**config.mk**
```make
export PLATFORM = sky130hd
export DESIGN_NAME = fetch_queue_flat
export DESIGN_NICKNAME = d
export VERILOG_FILES = /design/src/rtl/fetch_queue_if.sv /design/src/rtl/fetch_queue.sv /design/src/flat_wrapper.sv
export SDC_FILE = /design/constraint.sdc
export NUM_CORES = 1
export LEC_CHECK = 0
export CAP_MARGIN = 30
export CORE_MARGIN = 1
export CORE_UTILIZATION = 45
export CTS_BUF_LIST = sky130_fd_sc_hd__clkbuf_2
export DETAILED_ROUTE_END_ITERATION = 8
export PLACE_DENSITY = 0.65
export SETUP_SLACK_MARGIN = 0.02
export SLEW_MARGIN = 25
export SYNTH_ARGS = -nofsm -noshare
export SYNTH_HDL_FRONTEND = slang
export SYNTH_SLANG_ARGS = --single-unit
```
**constraint.sdc**
```tcl
create_clock -name clk -period 3.1 [get_ports clk]
set_input_delay 0.465 -clock clk [delete_from_list [all_inputs] [get_ports clk]]
set_output_delay 0.465 -clock clk [all_outputs]
set_load 0.02 [all_outputs]
```
**src/rtl/fetch_queue_if.sv**
```systemverilog
// fetch_queue_if: redirect, instruction-memory and decode-side signals of the fetch front end.
interface fetch_queue_if #(
  parameter int unsigned DEPTH = 4
);
  logic                     redirect_valid;
  logic [31:0]              redirect_pc;
  logic                     imem_req_valid;
  logic [31:0]              imem_req_addr;
  logic                     imem_req_ready;
  logic                     imem_rsp_valid;
  logic [31:0]              imem_rsp_data;
  logic                     out_valid;
  logic [31:0]              out_pc;
  logic [31:0]              out_instr;
  logic                     out_ready;
  logic [$clog2(DEPTH):0]   inflight;

  // Fetch unit side.
  modport master (
    input  redirect_valid, redirect_pc,
    output imem_req_valid, imem_req_addr,
    input  imem_req_ready, imem_rsp_valid, imem_rsp_data,
    output out_valid, out_pc, out_instr,
    input  out_ready,
    output inflight
  );

  // Environment side: branch unit, instruction memory, decode.
  modport slave (
    output redirect_valid, redirect_pc,
    input  imem_req_valid, imem_req_addr,
    output imem_req_ready, imem_rsp_valid, imem_rsp_data,
    input  out_valid, out_pc, out_instr,
    output out_ready,
    input  inflight
  );
endinterface

```
**src/rtl/fetch_queue.sv**
```systemverilog
// fetch_queue: owns the word-addressed PC, issues credit-limited imem requests,
// queues in-order responses as {pc, instr} and flushes on a taken-branch redirect.
module fetch_queue #(
  parameter int unsigned DEPTH    = 4,
  parameter logic [31:0] RESET_PC = 32'd0
) (
  input  logic          clk,
  input  logic          rst,
  fetch_queue_if.master bus
);
  localparam int unsigned AW = $clog2(DEPTH);
  localparam int unsigned CW = AW + 1;

  typedef enum logic {S_RUN, S_FLUSH} mode_e;

  logic          r_live;
  logic [31:0]   r_fetch_pc;
  logic [31:0]   r_rsp_pc;
  logic [31:0]   r_mem_pc    [DEPTH];
  logic [31:0]   r_mem_instr [DEPTH];
  logic [AW-1:0] r_wr_ptr;
  logic [AW-1:0] r_rd_ptr;
  logic [CW-1:0] r_count;
  logic [CW-1:0] r_inflight;
  logic [CW-1:0] r_drop;

  logic          w_redirect;
  logic          w_rsp;
  logic          w_accept;
  logic          w_credit;
  logic          w_push;
  logic          w_pop;
  logic [CW:0]   w_occupancy;
  logic [CW-1:0] w_inflight_nxt;
  mode_e         w_mode;

  assign w_redirect  = bus.redirect_valid;
  assign w_rsp       = bus.imem_rsp_valid;
  // Queued plus outstanding entries bound issue, so every kept response has a slot.
  assign w_occupancy = {1'b0, r_count} + {1'b0, r_inflight};
  assign w_credit    = (w_occupancy < (CW+1)'(DEPTH));

  assign bus.imem_req_valid = r_live && w_credit && !w_redirect;
  assign bus.imem_req_addr  = r_fetch_pc;
  assign w_accept           = bus.imem_req_valid && bus.imem_req_ready;

  assign bus.out_valid = (r_count != '0);
  assign bus.out_pc    = r_mem_pc[r_rd_ptr];
  assign bus.out_instr = r_mem_instr[r_rd_ptr];
  assign bus.inflight  = r_inflight;

  // Decode flush mode from the drop counter and classify this cycle's queue traffic.
  always_comb begin
    w_mode         = S_RUN;
    w_push         = 1'b0;
    w_pop          = 1'b0;
    w_inflight_nxt = r_inflight;
    if (r_drop != '0) w_mode = S_FLUSH;
    w_inflight_nxt = r_inflight + CW'(w_accept) - CW'(w_rsp);
    w_push         = w_rsp && (w_mode == S_RUN) && !w_redirect;
    w_pop          = bus.out_valid && bus.out_ready && !w_redirect;
  end

  // Fetch and response-tag PCs; r_live holds off the first request until one cycle after reset.
  always_ff @(posedge clk or negedge rst) begin
    if (!rst) begin
      r_live     <= 1'b0;
      r_fetch_pc <= RESET_PC;
      r_rsp_pc   <= RESET_PC;
    end else begin
      r_live <= 1'b1;
      if (w_redirect) begin
        r_fetch_pc <= bus.redirect_pc;
        r_rsp_pc   <= bus.redirect_pc;
      end else begin
        if (w_accept) r_fetch_pc <= r_fetch_pc + 32'd1;
        if (w_push)   r_rsp_pc   <= r_rsp_pc + 32'd1;
      end
    end
  end

  // Outstanding-request, drop and occupancy counters plus queue pointers.
  always_ff @(posedge clk or negedge rst) begin
    if (!rst) begin
      r_inflight <= '0;
      r_drop     <= '0;
      r_count    <= '0;
      r_wr_ptr   <= '0;
      r_rd_ptr   <= '0;
    end else begin
      r_inflight <= w_inflight_nxt;
      if (w_redirect) begin
        // Everything still outstanding after this edge belongs to the old path.
        r_drop   <= w_inflight_nxt;
        r_count  <= '0;
        r_wr_ptr <= '0;
        r_rd_ptr <= '0;
      end else begin
        if (w_rsp && (w_mode == S_FLUSH)) r_drop <= r_drop - CW'(1);
        if (w_push) r_wr_ptr <= r_wr_ptr + AW'(1);
        if (w_pop)  r_rd_ptr <= r_rd_ptr + AW'(1);
        case ({w_push, w_pop})
          2'b10:   r_count <= r_count + CW'(1);
          2'b01:   r_count <= r_count - CW'(1);
          default: r_count <= r_count;
        endcase
      end
    end
  end

  // Queue storage, cleared on reset so the head reads zero until the first push.
  always_ff @(posedge clk or negedge rst) begin
    if (!rst) begin
      for (int unsigned i = 0; i < DEPTH; i++) begin
        r_mem_pc[i]    <= '0;
        r_mem_instr[i] <= '0;
      end
    end else if (w_push) begin
      r_mem_pc[r_wr_ptr]    <= r_rsp_pc;
      r_mem_instr[r_wr_ptr] <= bus.imem_rsp_data;
    end
  end

  // Credit accounting must never let a response land in a full queue.
  always_ff @(posedge clk) begin
    if (rst) assert (!(w_push && !w_pop && (r_count == CW'(DEPTH))));
  end
endmodule
```
**src/flat_wrapper.sv**
```systemverilog
// flat-port wrapper written by rule: the top's interface ports become plain ports
module fetch_queue_flat 
#(
  parameter int unsigned DEPTH    = 4,
  parameter logic [31:0] RESET_PC = 32'd0
)
  (clk, rst, bus_redirect_valid, bus_redirect_pc, bus_imem_req_valid, bus_imem_req_addr, bus_imem_req_ready, bus_imem_rsp_valid, bus_imem_rsp_data, bus_out_valid, bus_out_pc, bus_out_instr, bus_out_ready, bus_inflight);
  fetch_queue_if #(.DEPTH(DEPTH)) bus_i ();
  input  logic clk;
  input  logic rst;
  input wire logic [$bits(bus_i.redirect_valid)-1:0] bus_redirect_valid;
  input wire logic [$bits(bus_i.redirect_pc)-1:0] bus_redirect_pc;
  output wire logic [$bits(bus_i.imem_req_valid)-1:0] bus_imem_req_valid;
  output wire logic [$bits(bus_i.imem_req_addr)-1:0] bus_imem_req_addr;
  input wire logic [$bits(bus_i.imem_req_ready)-1:0] bus_imem_req_ready;
  input wire logic [$bits(bus_i.imem_rsp_valid)-1:0] bus_imem_rsp_valid;
  input wire logic [$bits(bus_i.imem_rsp_data)-1:0] bus_imem_rsp_data;
  output wire logic [$bits(bus_i.out_valid)-1:0] bus_out_valid;
  output wire logic [$bits(bus_i.out_pc)-1:0] bus_out_pc;
  output wire logic [$bits(bus_i.out_instr)-1:0] bus_out_instr;
  input wire logic [$bits(bus_i.out_ready)-1:0] bus_out_ready;
  output wire logic [$bits(bus_i.inflight)-1:0] bus_inflight;
  assign bus_i.redirect_valid = bus_redirect_valid;
  assign bus_i.redirect_pc = bus_redirect_pc;
  assign bus_imem_req_valid = bus_i.imem_req_valid;
  assign bus_imem_req_addr = bus_i.imem_req_addr;
  assign bus_i.imem_req_ready = bus_imem_req_ready;
  assign bus_i.imem_rsp_valid = bus_imem_rsp_valid;
  assign bus_i.imem_rsp_data = bus_imem_rsp_data;
  assign bus_out_valid = bus_i.out_valid;
  assign bus_out_pc = bus_i.out_pc;
  assign bus_out_instr = bus_i.out_instr;
  assign bus_i.out_ready = bus_out_ready;
  assign bus_inflight = bus_i.inflight;
  fetch_queue #(.DEPTH(DEPTH), .RESET_PC(RESET_PC)) u_core (.clk(clk), .rst(rst), .bus(bus_i));
endmodule
```
==> results.rst, run 1 <==
.. list-table::
   :header-rows: 1

   * - Metric
     - Value
   * - Synthesized-area fraction occupied by xor and xnor cells
     - 0.02623
   * - Beginning of the worst register-to-register path
     - u_core.r_count[1]
   * - HPWL after detailed placement
     - 23,250 um
   * - Synthesized net count
     - 1,202
   * - FILL cells
     - 2,873
   * - Top FF cell, synth
     - sky130_fd_sc_hd__dfrtp_1
   * - Comb power frac
     - 0.364
   * - Total number of placement rows
     - 67
   * - Area share of and/or/nand/nor cells after synthesis
     - 0.07259
   * - Arrival @ worst endpoint
     - 2.48 ns
   * - Core box area
     - 0.03353 mm^2
   * - Most frequent cells in the layout
     - sky130_fd_sc_hd__dfrtp_1, sky130_fd_sc_hd__mux2_2, sky130_fd_sc_hd__clkbuf_2
   * - Ranking of synthesized cells by area
     - sky130_fd_sc_hd__dfrtp_1, sky130_fd_sc_hd__mux2_2, sky130_fd_sc_hd__mux4_2
   * - Count of vias placed by the detailed router
     - 10,170
   * - Internal Pwr Total
     - 0.009503 W
   * - FF-to-FF setup slack
     - 0.62 ns
   * - Commonest non-fill, non-tap cell in the layout
     - sky130_fd_sc_hd__dfrtp_1
   * - Pin count of the biggest net entering global routing
     - 75
   * - Classification of the worst setup path
     - flop to primary output
   * - Compound-gate portion of the synthesized area
     - 0.04171
   * - Number of flip-flops and latches in the synthesized netlist
     - 334
   * - GRT Resource Usage Total
     - 0.2135
   * - Number of enable flip-flop cells after synthesis
     - 0
   * - Vias in the first global route
     - 10,810
   * - Synthesized netlist cell count
     - 1,118
   * - Vertical die dimension
     - 186.7 um
   * - Adder and majority gate portion of the synthesized area
     - 0.01238
   * - Number of remaining DRC errors
     - 0
   * - Cell area reported after detailed placement
     - 0.01776 mm^2
   * - Syn-to-layout area delta
     - 20.73%
   * - Worst EP required
     - 2.63 ns
   * - Total iterations of the first detailed-routing run
     - 5
   * - Crit path cell chain
     - buf_4, buf_12, mux4_2, buf_2
   * - Max incr delay on CP
     - 0.54 ns
   * - Final critical-path share of the clock period
     - 0.9492
   * - Final standard cell count with taps included and fillers excluded
     - 1,869
   * - Final global-route overflow total
     - 0
   * - Worst Max-Slew Pin Slew
     - 0.8701 ns
   * - Initial antenna violation count
     - 2
   * - Skew-Pair Late Insertion Delay
     - 0.96 ns
   * - Initial standard-cell utilization of the core
     - 0.4580
   * - Number of warnings printed during yosys synthesis
     - 0
   * - Endpoints failing hold
     - 0
   * - Slowest library cell on the worst path
     - sky130_fd_sc_hd__mux4_2
   * - Largest family of logic cells by synthesized area
     - multiplexers
   * - Crit path max fanout
     - 6
   * - Overall die width
     - 186.7 um
   * - Cell Area, Synth
     - 0.01536 mm^2
   * - Setup repair after global routing missed its margin
     - true
   * - Worst-path clk slew
     - 0.09 ns
   * - Detailed-route wire length per cell
     - 19.42 um
   * - Number of slew-limit violations in the final report
     - 0
   * - Setup TNS
     - 0 ns
   * - Number of placed instances, taps included
     - 1,696
   * - Area of all sequential standard cells
     - 0.008363 mm^2
   * - Ratio of cells with drive above 1 in the final layout
     - 0.4134
   * - Setup crit start kind
     - flop
   * - Final setup violation count
     - 0
   * - Post-detailed-route count of antenna-violating nets
     - 0
   * - Maximum operating frequency
     - 0.3399 GHz
   * - Static leakage
     - 8.664 nW
   * - IO buf count
     - 170
   * - Routed via count divided by cell count
     - 5.439
   * - Area of combinational cells with multiple inputs
     - 0.006665 mm^2
   * - Number of H-tree levels
     - 3
   * - Total net switching power
     - 0.005068 W
   * - Worst Hold Margin
     - 0.1325 ns
   * - Total clock buffers created by CTS
     - 90
   * - Area fraction of the dominant cell type after synthesis
     - 0.5442
   * - Global-route wire length before repair
     - 58,590 um
   * - Post-synthesis async set-or-reset flop share
     - 1.000
   * - # clock sinks
     - 334
   * - Max-cap violations
     - 0
   * - VDD IR max
     - 340.1 uV
   * - Switching share of total power
     - 0.3478
   * - Number of nets in the layout
     - 1,437
   * - Worst min-delay path category
     - input port to async pin
   * - Root Buffer Master
     - sky130_fd_sc_hd__clkbuf_2
   * - Clock tree from TritonCTS
     - built
   * - Largest area contributor in the synthesized netlist
     - sky130_fd_sc_hd__dfrtp_1
   * - Max Root-Sink Buffers
     - 3
   * - Routability Congestion
     - 0.8596
   * - Post-route core utilization
     - 0.5529
   * - Seq/Total Area, Yosys
     - 0.5442
   * - Total die area
     - 0.03487 mm^2
   * - Outcome
     - complete, no violations
   * - IO Pins
     - 171
   * - Mux share of post-synthesis cell area
     - 0.2785
   * - Iteration-0 DRC count of the detailed router
     - 458
   * - PD cells
     - 785.9 mW/mm^2
   * - Count of cell types in the netlist
     - 55
   * - Crit end category
     - primary output
   * - Final design instance area without fill
     - 0.01854 mm^2
   * - Worst slew margin relative to its limit
     - 0.4178
   * - Final Critical Period
     - 2.942 ns
   * - Drt total wl
     - 36,290 um
   * - Part of the power in registers
     - 0.413
   * - Syn avg cell area
     - 13.74 um^2
   * - Portion of total power attributed to the clock network
     - 0.223
   * - Worst-case clock skew
     - 0.08796 ns
   * - Critical path startpoint
     - u_core.r_rd_ptr[0]
flip-flops by register name (all words and copies together), names as in the netlist:
| register | flops |
|---|---|
| u_core.bus.imem_req_addr | 32 |
| u_core.bus.inflight | 3 |
| u_core.r_count | 3 |
| u_core.r_drop | 3 |
| u_core.r_live | 1 |
| u_core.r_mem_instr | 128 |
| u_core.r_mem_pc | 128 |
| u_core.r_rd_ptr | 2 |
| u_core.r_rsp_pc | 32 |
| u_core.r_wr_ptr | 2 |
worst max-delay path, delay by kind of cell, from the launching register on:
| family | cells | cell delay, ns |
|---|---|---|
| buffers and inverters | 3 | 0.50 |
| DFF | 1 | 0.49 |
| muxes | 1 | 0.54 |
worst paths after layout:
check | end | cells past startpoint
worst max-delay path | bus_out_pc[9] | 4
worst max register to register | u_core.bus.imem_req_addr[4] | 8
worst min-delay path | u_core.r_mem_pc[48] | 2
worst min register to register | u_core.r_mem_pc[118] | 2
max in group asynchronous | u_core.r_mem_pc[103] | 3
min in group clk | u_core.r_rsp_pc[19] | 3
per-layer routing:
metal,GRT usage,share of wire
met3,0.05003,0.052
met4,0.06810,0.016
met2,0.3332,0.47
met5,0,0.00036
met1,0.2959,0.46
cell usage after synthesis (all sizes together) (14+ instances only):
cell type,number
mux2,250
nand2,74
xnor2,25
clkbuf,38
mux4,64
xor2,21
nand4,27
buf,32
dfrtp,334
nand3,34
nor2,28
nor3,14
inv,17
o21ai,55
power by group through the flow:
stage	clock network, W	registers [W]	logic (W)
2_1_floorplan	0	0.00594	0.00345
3_3_place_gp	0	0.00607	0.00558
3_5_place_dp	0	0.00611	0.00565
4_1_cts	0.00339	0.00602	0.00533
5_1_grt	0.00363	0.00616	0.00567
6_report	0.00326	0.00602	0.00530
layout make-up:
type | count | share of cell area
flip-flops and latches | 334 | 0.4511
multi-input cells | 697 | 0.3595
repair buffers | 213 | 0.1089
clock buffers | 139 | 0.03752
well taps | 448 | 0.03023
clock inverters | 20 | 0.009245
inverters | 17 | 0.003442
diodes | 1 | 0.0001350
through the flow:
stage | power (W) | setup slack (ns)
after CTS | 0.01474 | 0.02222
final | 0.01457 | 0.1576
after floorplan | 0.009384 | 0.4382
after detailed placement | 0.01176 | 0.4802
after global placement | 0.01164 | 0.5132
after global routing | 0.01545 | 0.01185
cell families after synthesis:
kind of cell,count (synthesis)
AOI/OAI and AO/OA,104
xor gates and xnor gates,46
adders and majority gates,14
buffers and inverters,87
DFF,334
muxes,316
other,1
and+or+nand+nor,216
what timing repair did:
action,CTS,global route
buffers inserted,5,2
hold buffers,2,0
resized for setup,240,12
endpoints found under the setup margin,66,17
pin swaps,0,0
gates cloned,2,2
endpoints found under the hold margin,320,0
Power figures use the tool's default switching activity.
==> inputs of run 2 (changes only) <==
- CORE_UTILIZATION: 45 -> 59
- GPL_TIMING_DRIVEN: default -> 1
- PLACE_DENSITY: 0.65 -> 0.82
==> results.rst, run 2 (synthesized netlist as in run 1, its figures left out) <==
.. list-table::
   :header-rows: 1

   * - Metric
     - Value
   * - Number of nets in the layout
     - 1,424 (-0.90%)
   * - Max incr delay on CP
     - 0.52 ns (-0.02 ns)
   * - Skew-Pair Late Insertion Delay
     - 0.88 ns (-0.08 ns)
   * - Vertical die dimension
     - 163.3 um (-13%)
   * - Commonest non-fill, non-tap cell in the layout
     - sky130_fd_sc_hd__dfrtp_1
   * - Syn-to-layout area delta
     - 19.11%
   * - Endpoints failing hold
     - 0 (unchanged)
   * - Count of vias placed by the detailed router
     - 10,330 (+1.7%)
   * - Classification of the worst setup path
     - flop to primary output
   * - Setup crit start kind
     - flop
   * - Overall die width
     - 163.3 um (-13%)
   * - Worst Max-Slew Pin Slew
     - 0.8746 ns (+0.004541 ns)
   * - Internal Pwr Total
     - 0.009288 W (-2.3%)
   * - Part of the power in registers
     - 0.426 (+0.013)
   * - Crit path cell chain
     - buf_4, buf_12, mux4_2, dlygate4sd2_1
   * - Worst EP required
     - 2.63 ns (about the same)
   * - # clock sinks
     - 334 (unchanged)
   * - Setup repair after global routing missed its margin
     - false
   * - Worst slew margin relative to its limit
     - 0.4147 (-0.003039)
   * - Comb power frac
     - 0.370 (+0.006)
   * - Initial standard-cell utilization of the core
     - 0.6064 (+0.1484)
   * - GRT Resource Usage Total
     - 0.2776 (+0.06411)
   * - Critical path startpoint
     - u_core.r_rd_ptr[0]
   * - Routability Congestion
     - 0.8942 (+4.0%)
   * - Pin count of the biggest net entering global routing
     - 77 (+2.7%)
   * - Largest registers
     - u_core.r_mem_instr x128, u_core.r_mem_pc x128
   * - Number of placed instances, taps included
     - 1,577 (-7.0%)
   * - Max Root-Sink Buffers
     - 3 (unchanged)
   * - Arrival @ worst endpoint
     - 2.54 ns (+0.06 ns)
   * - Final critical-path share of the clock period
     - 0.9705 (+0.02135)
   * - End point of the critical path
     - bus_out_instr[20]
   * - Final setup violation count
     - 0 (unchanged)
   * - Maximum operating frequency
     - 0.3324 GHz (-2.2%)
   * - Endpoint of the worst register-to-register path
     - u_core.r_rsp_pc[29]
   * - Routed via count divided by cell count
     - 6.004 (+10%)
   * - Detailed-route wire length per cell
     - 20.43 um (+5.2%)
   * - Most frequent cells in the layout
     - sky130_fd_sc_hd__dfrtp_1, sky130_fd_sc_hd__mux2_2, sky130_fd_sc_hd__clkbuf_2
   * - Total clock buffers created by CTS
     - 85 (-5.6%)
   * - Total iterations of the first detailed-routing run
     - 5 (unchanged)
   * - Worst-path clk slew
     - 0.10 ns (about the same)
   * - Number of H-tree levels
     - 3 (unchanged)
   * - Final standard cell count with taps included and fillers excluded
     - 1,721 (-7.9%)
   * - Post-detailed-route count of antenna-violating nets
     - 0 (unchanged)
   * - Core box area
     - 0.02533 mm^2 (-24%)
   * - Drt total wl
     - 35,160 um (-3.1%)
   * - Vias in the first global route
     - 10,820 (+0.028%)
   * - Clock tree from TritonCTS
     - built
   * - Outcome
     - complete, no violations
   * - Crit end category
     - primary output
   * - Slowest library cell on the worst path
     - sky130_fd_sc_hd__mux4_2
   * - Beginning of the worst register-to-register path
     - u_core.r_rsp_pc[12]
   * - Number of slew-limit violations in the final report
     - 0 (unchanged)
   * - Total die area
     - 0.02668 mm^2 (-23%)
   * - HPWL after detailed placement
     - 23,470 um (+0.94%)
   * - Crit path max fanout
     - 11 (+5)
   * - PD cells
     - 776.6 mW/mm^2 (-1.2%)
   * - Iteration-0 DRC count of the detailed router
     - 581 (+27%)
   * - Max-cap violations
     - 0 (unchanged)
   * - Number of remaining DRC errors
     - 0 (unchanged)
   * - Ratio of cells with drive above 1 in the final layout
     - 0.3655 (-0.04791)
   * - Switching share of total power
     - 0.3462 (-0.001639)
   * - Setup TNS
     - 0 ns (unchanged)
   * - Portion of total power attributed to the clock network
     - 0.204 (-0.019)
   * - Global-route wire length before repair
     - 56,940 um (-2.8%)
   * - Final global-route overflow total
     - 0 (unchanged)
   * - Worst min-delay path category
     - input port to flop
   * - Total net switching power
     - 0.004918 W (-3.0%)
   * - VDD IR max
     - 482.9 uV (+42%)
   * - Worst reg2reg path depth
     - 5 (-3)
   * - IO Pins
     - 171 (unchanged)
   * - Final Critical Period
     - 3.009 ns (+0.06617 ns)
   * - Root Buffer Master
     - sky130_fd_sc_hd__clkbuf_2
   * - IO buf count
     - 170 (unchanged)
   * - Overall power after layout
     - 0.01421 W (-2.5%)
   * - FF-to-FF setup slack
     - 0.57 ns (-0.05 ns)
   * - Worst-case clock skew
     - 0.06543 ns (-0.02252 ns)
   * - Total number of placement rows
     - 58 (-13%)
   * - Initial antenna violation count
     - 2 (unchanged)
   * - Static leakage
     - 8.616 nW (-0.56%)
==> run 2: metal layers <==
layer / share of wire / wire length (um) / vias to the layer above / global-route usage
met3: 0.065 / 2270 / 64 / 0.05180
li1: - / - / 4592 / -
met5: 0 / 0 / - / 0
met1: 0.42 / 14850 / 5291 / 0.3750
met2: 0.49 / 17280 / 386 / 0.4538
met4: 0.022 / 757 / 0 / 0.09431
==> run 2: per-stage QoR <==
step	utilization	hold slack, ns	worst slack, ns	area, um^2
after detailed placement	0.6946	0.4763	0.5466	17590
final	0.7222	0.06507	0.09140	18290
after CTS	0.7219	0.0004953	0.04568	18280
after floorplan	-	0.1694	0.4382	15360
after global routing	0.7222	0.05213	0.01988	18290
after global placement	0.6946	0.4586	0.5629	17590
==> run 2: critical path, delay by kind of cell (launching register included) <==
family                 cells  cell delay [ns]
flip-flops                 1             0.51
multiplexers               1             0.52
buffers and inverters      3             0.64
==> run 2: power by group through the flow <==
stage	Sequential, W	Combinational, W	Clock, W
after floorplan	0.00594	0.00345	0
after global placement	0.00610	0.00545	0
after detailed placement	0.00618	0.00559	0
after CTS	0.00604	0.00532	0.00298
after global routing	0.00618	0.00564	0.00322
final	0.00605	0.00526	0.00290
==> run 2: how the worst min path moves through the flow <==
stage / start / end / slack, ns / cells past startpoint
floorplan: rst / u_core.bus.imem_req_addr[0] / 0.17 / 0
global placement: u_core.r_mem_pc[112] / u_core.r_mem_pc[112] / 0.46 / 2
detailed placement: u_core.r_mem_pc[86] / u_core.r_mem_pc[86] / 0.48 / 2
CTS: bus_redirect_valid / u_core.r_wr_ptr[1] / 0.0005 / 3
global route: bus_redirect_valid / u_core.r_wr_ptr[1] / 0.05 / 3
finish: bus_redirect_valid / u_core.r_wr_ptr[1] / 0.07 / 3
==> run 2: final cells by class <==
class	instances	area, um^2
timing repair buffer	205	2061
clock inverter	12	97.59
sequential	334	8363
fill	1741	7036
antenna	1	2.502
inverter	17	63.81
multi-input combinational	697	6665
tap	330	412.9
clock buffer	125	625.6
==> run 2: what timing repair did <==
item	CTS	global route
endpoints found under the setup margin	65	1
gates cloned	1	0
gates resized for setup	95	1
pin swaps	0	0
hold buffers	1	0
endpoints found under the hold margin	69	0
setup buffers	4	0
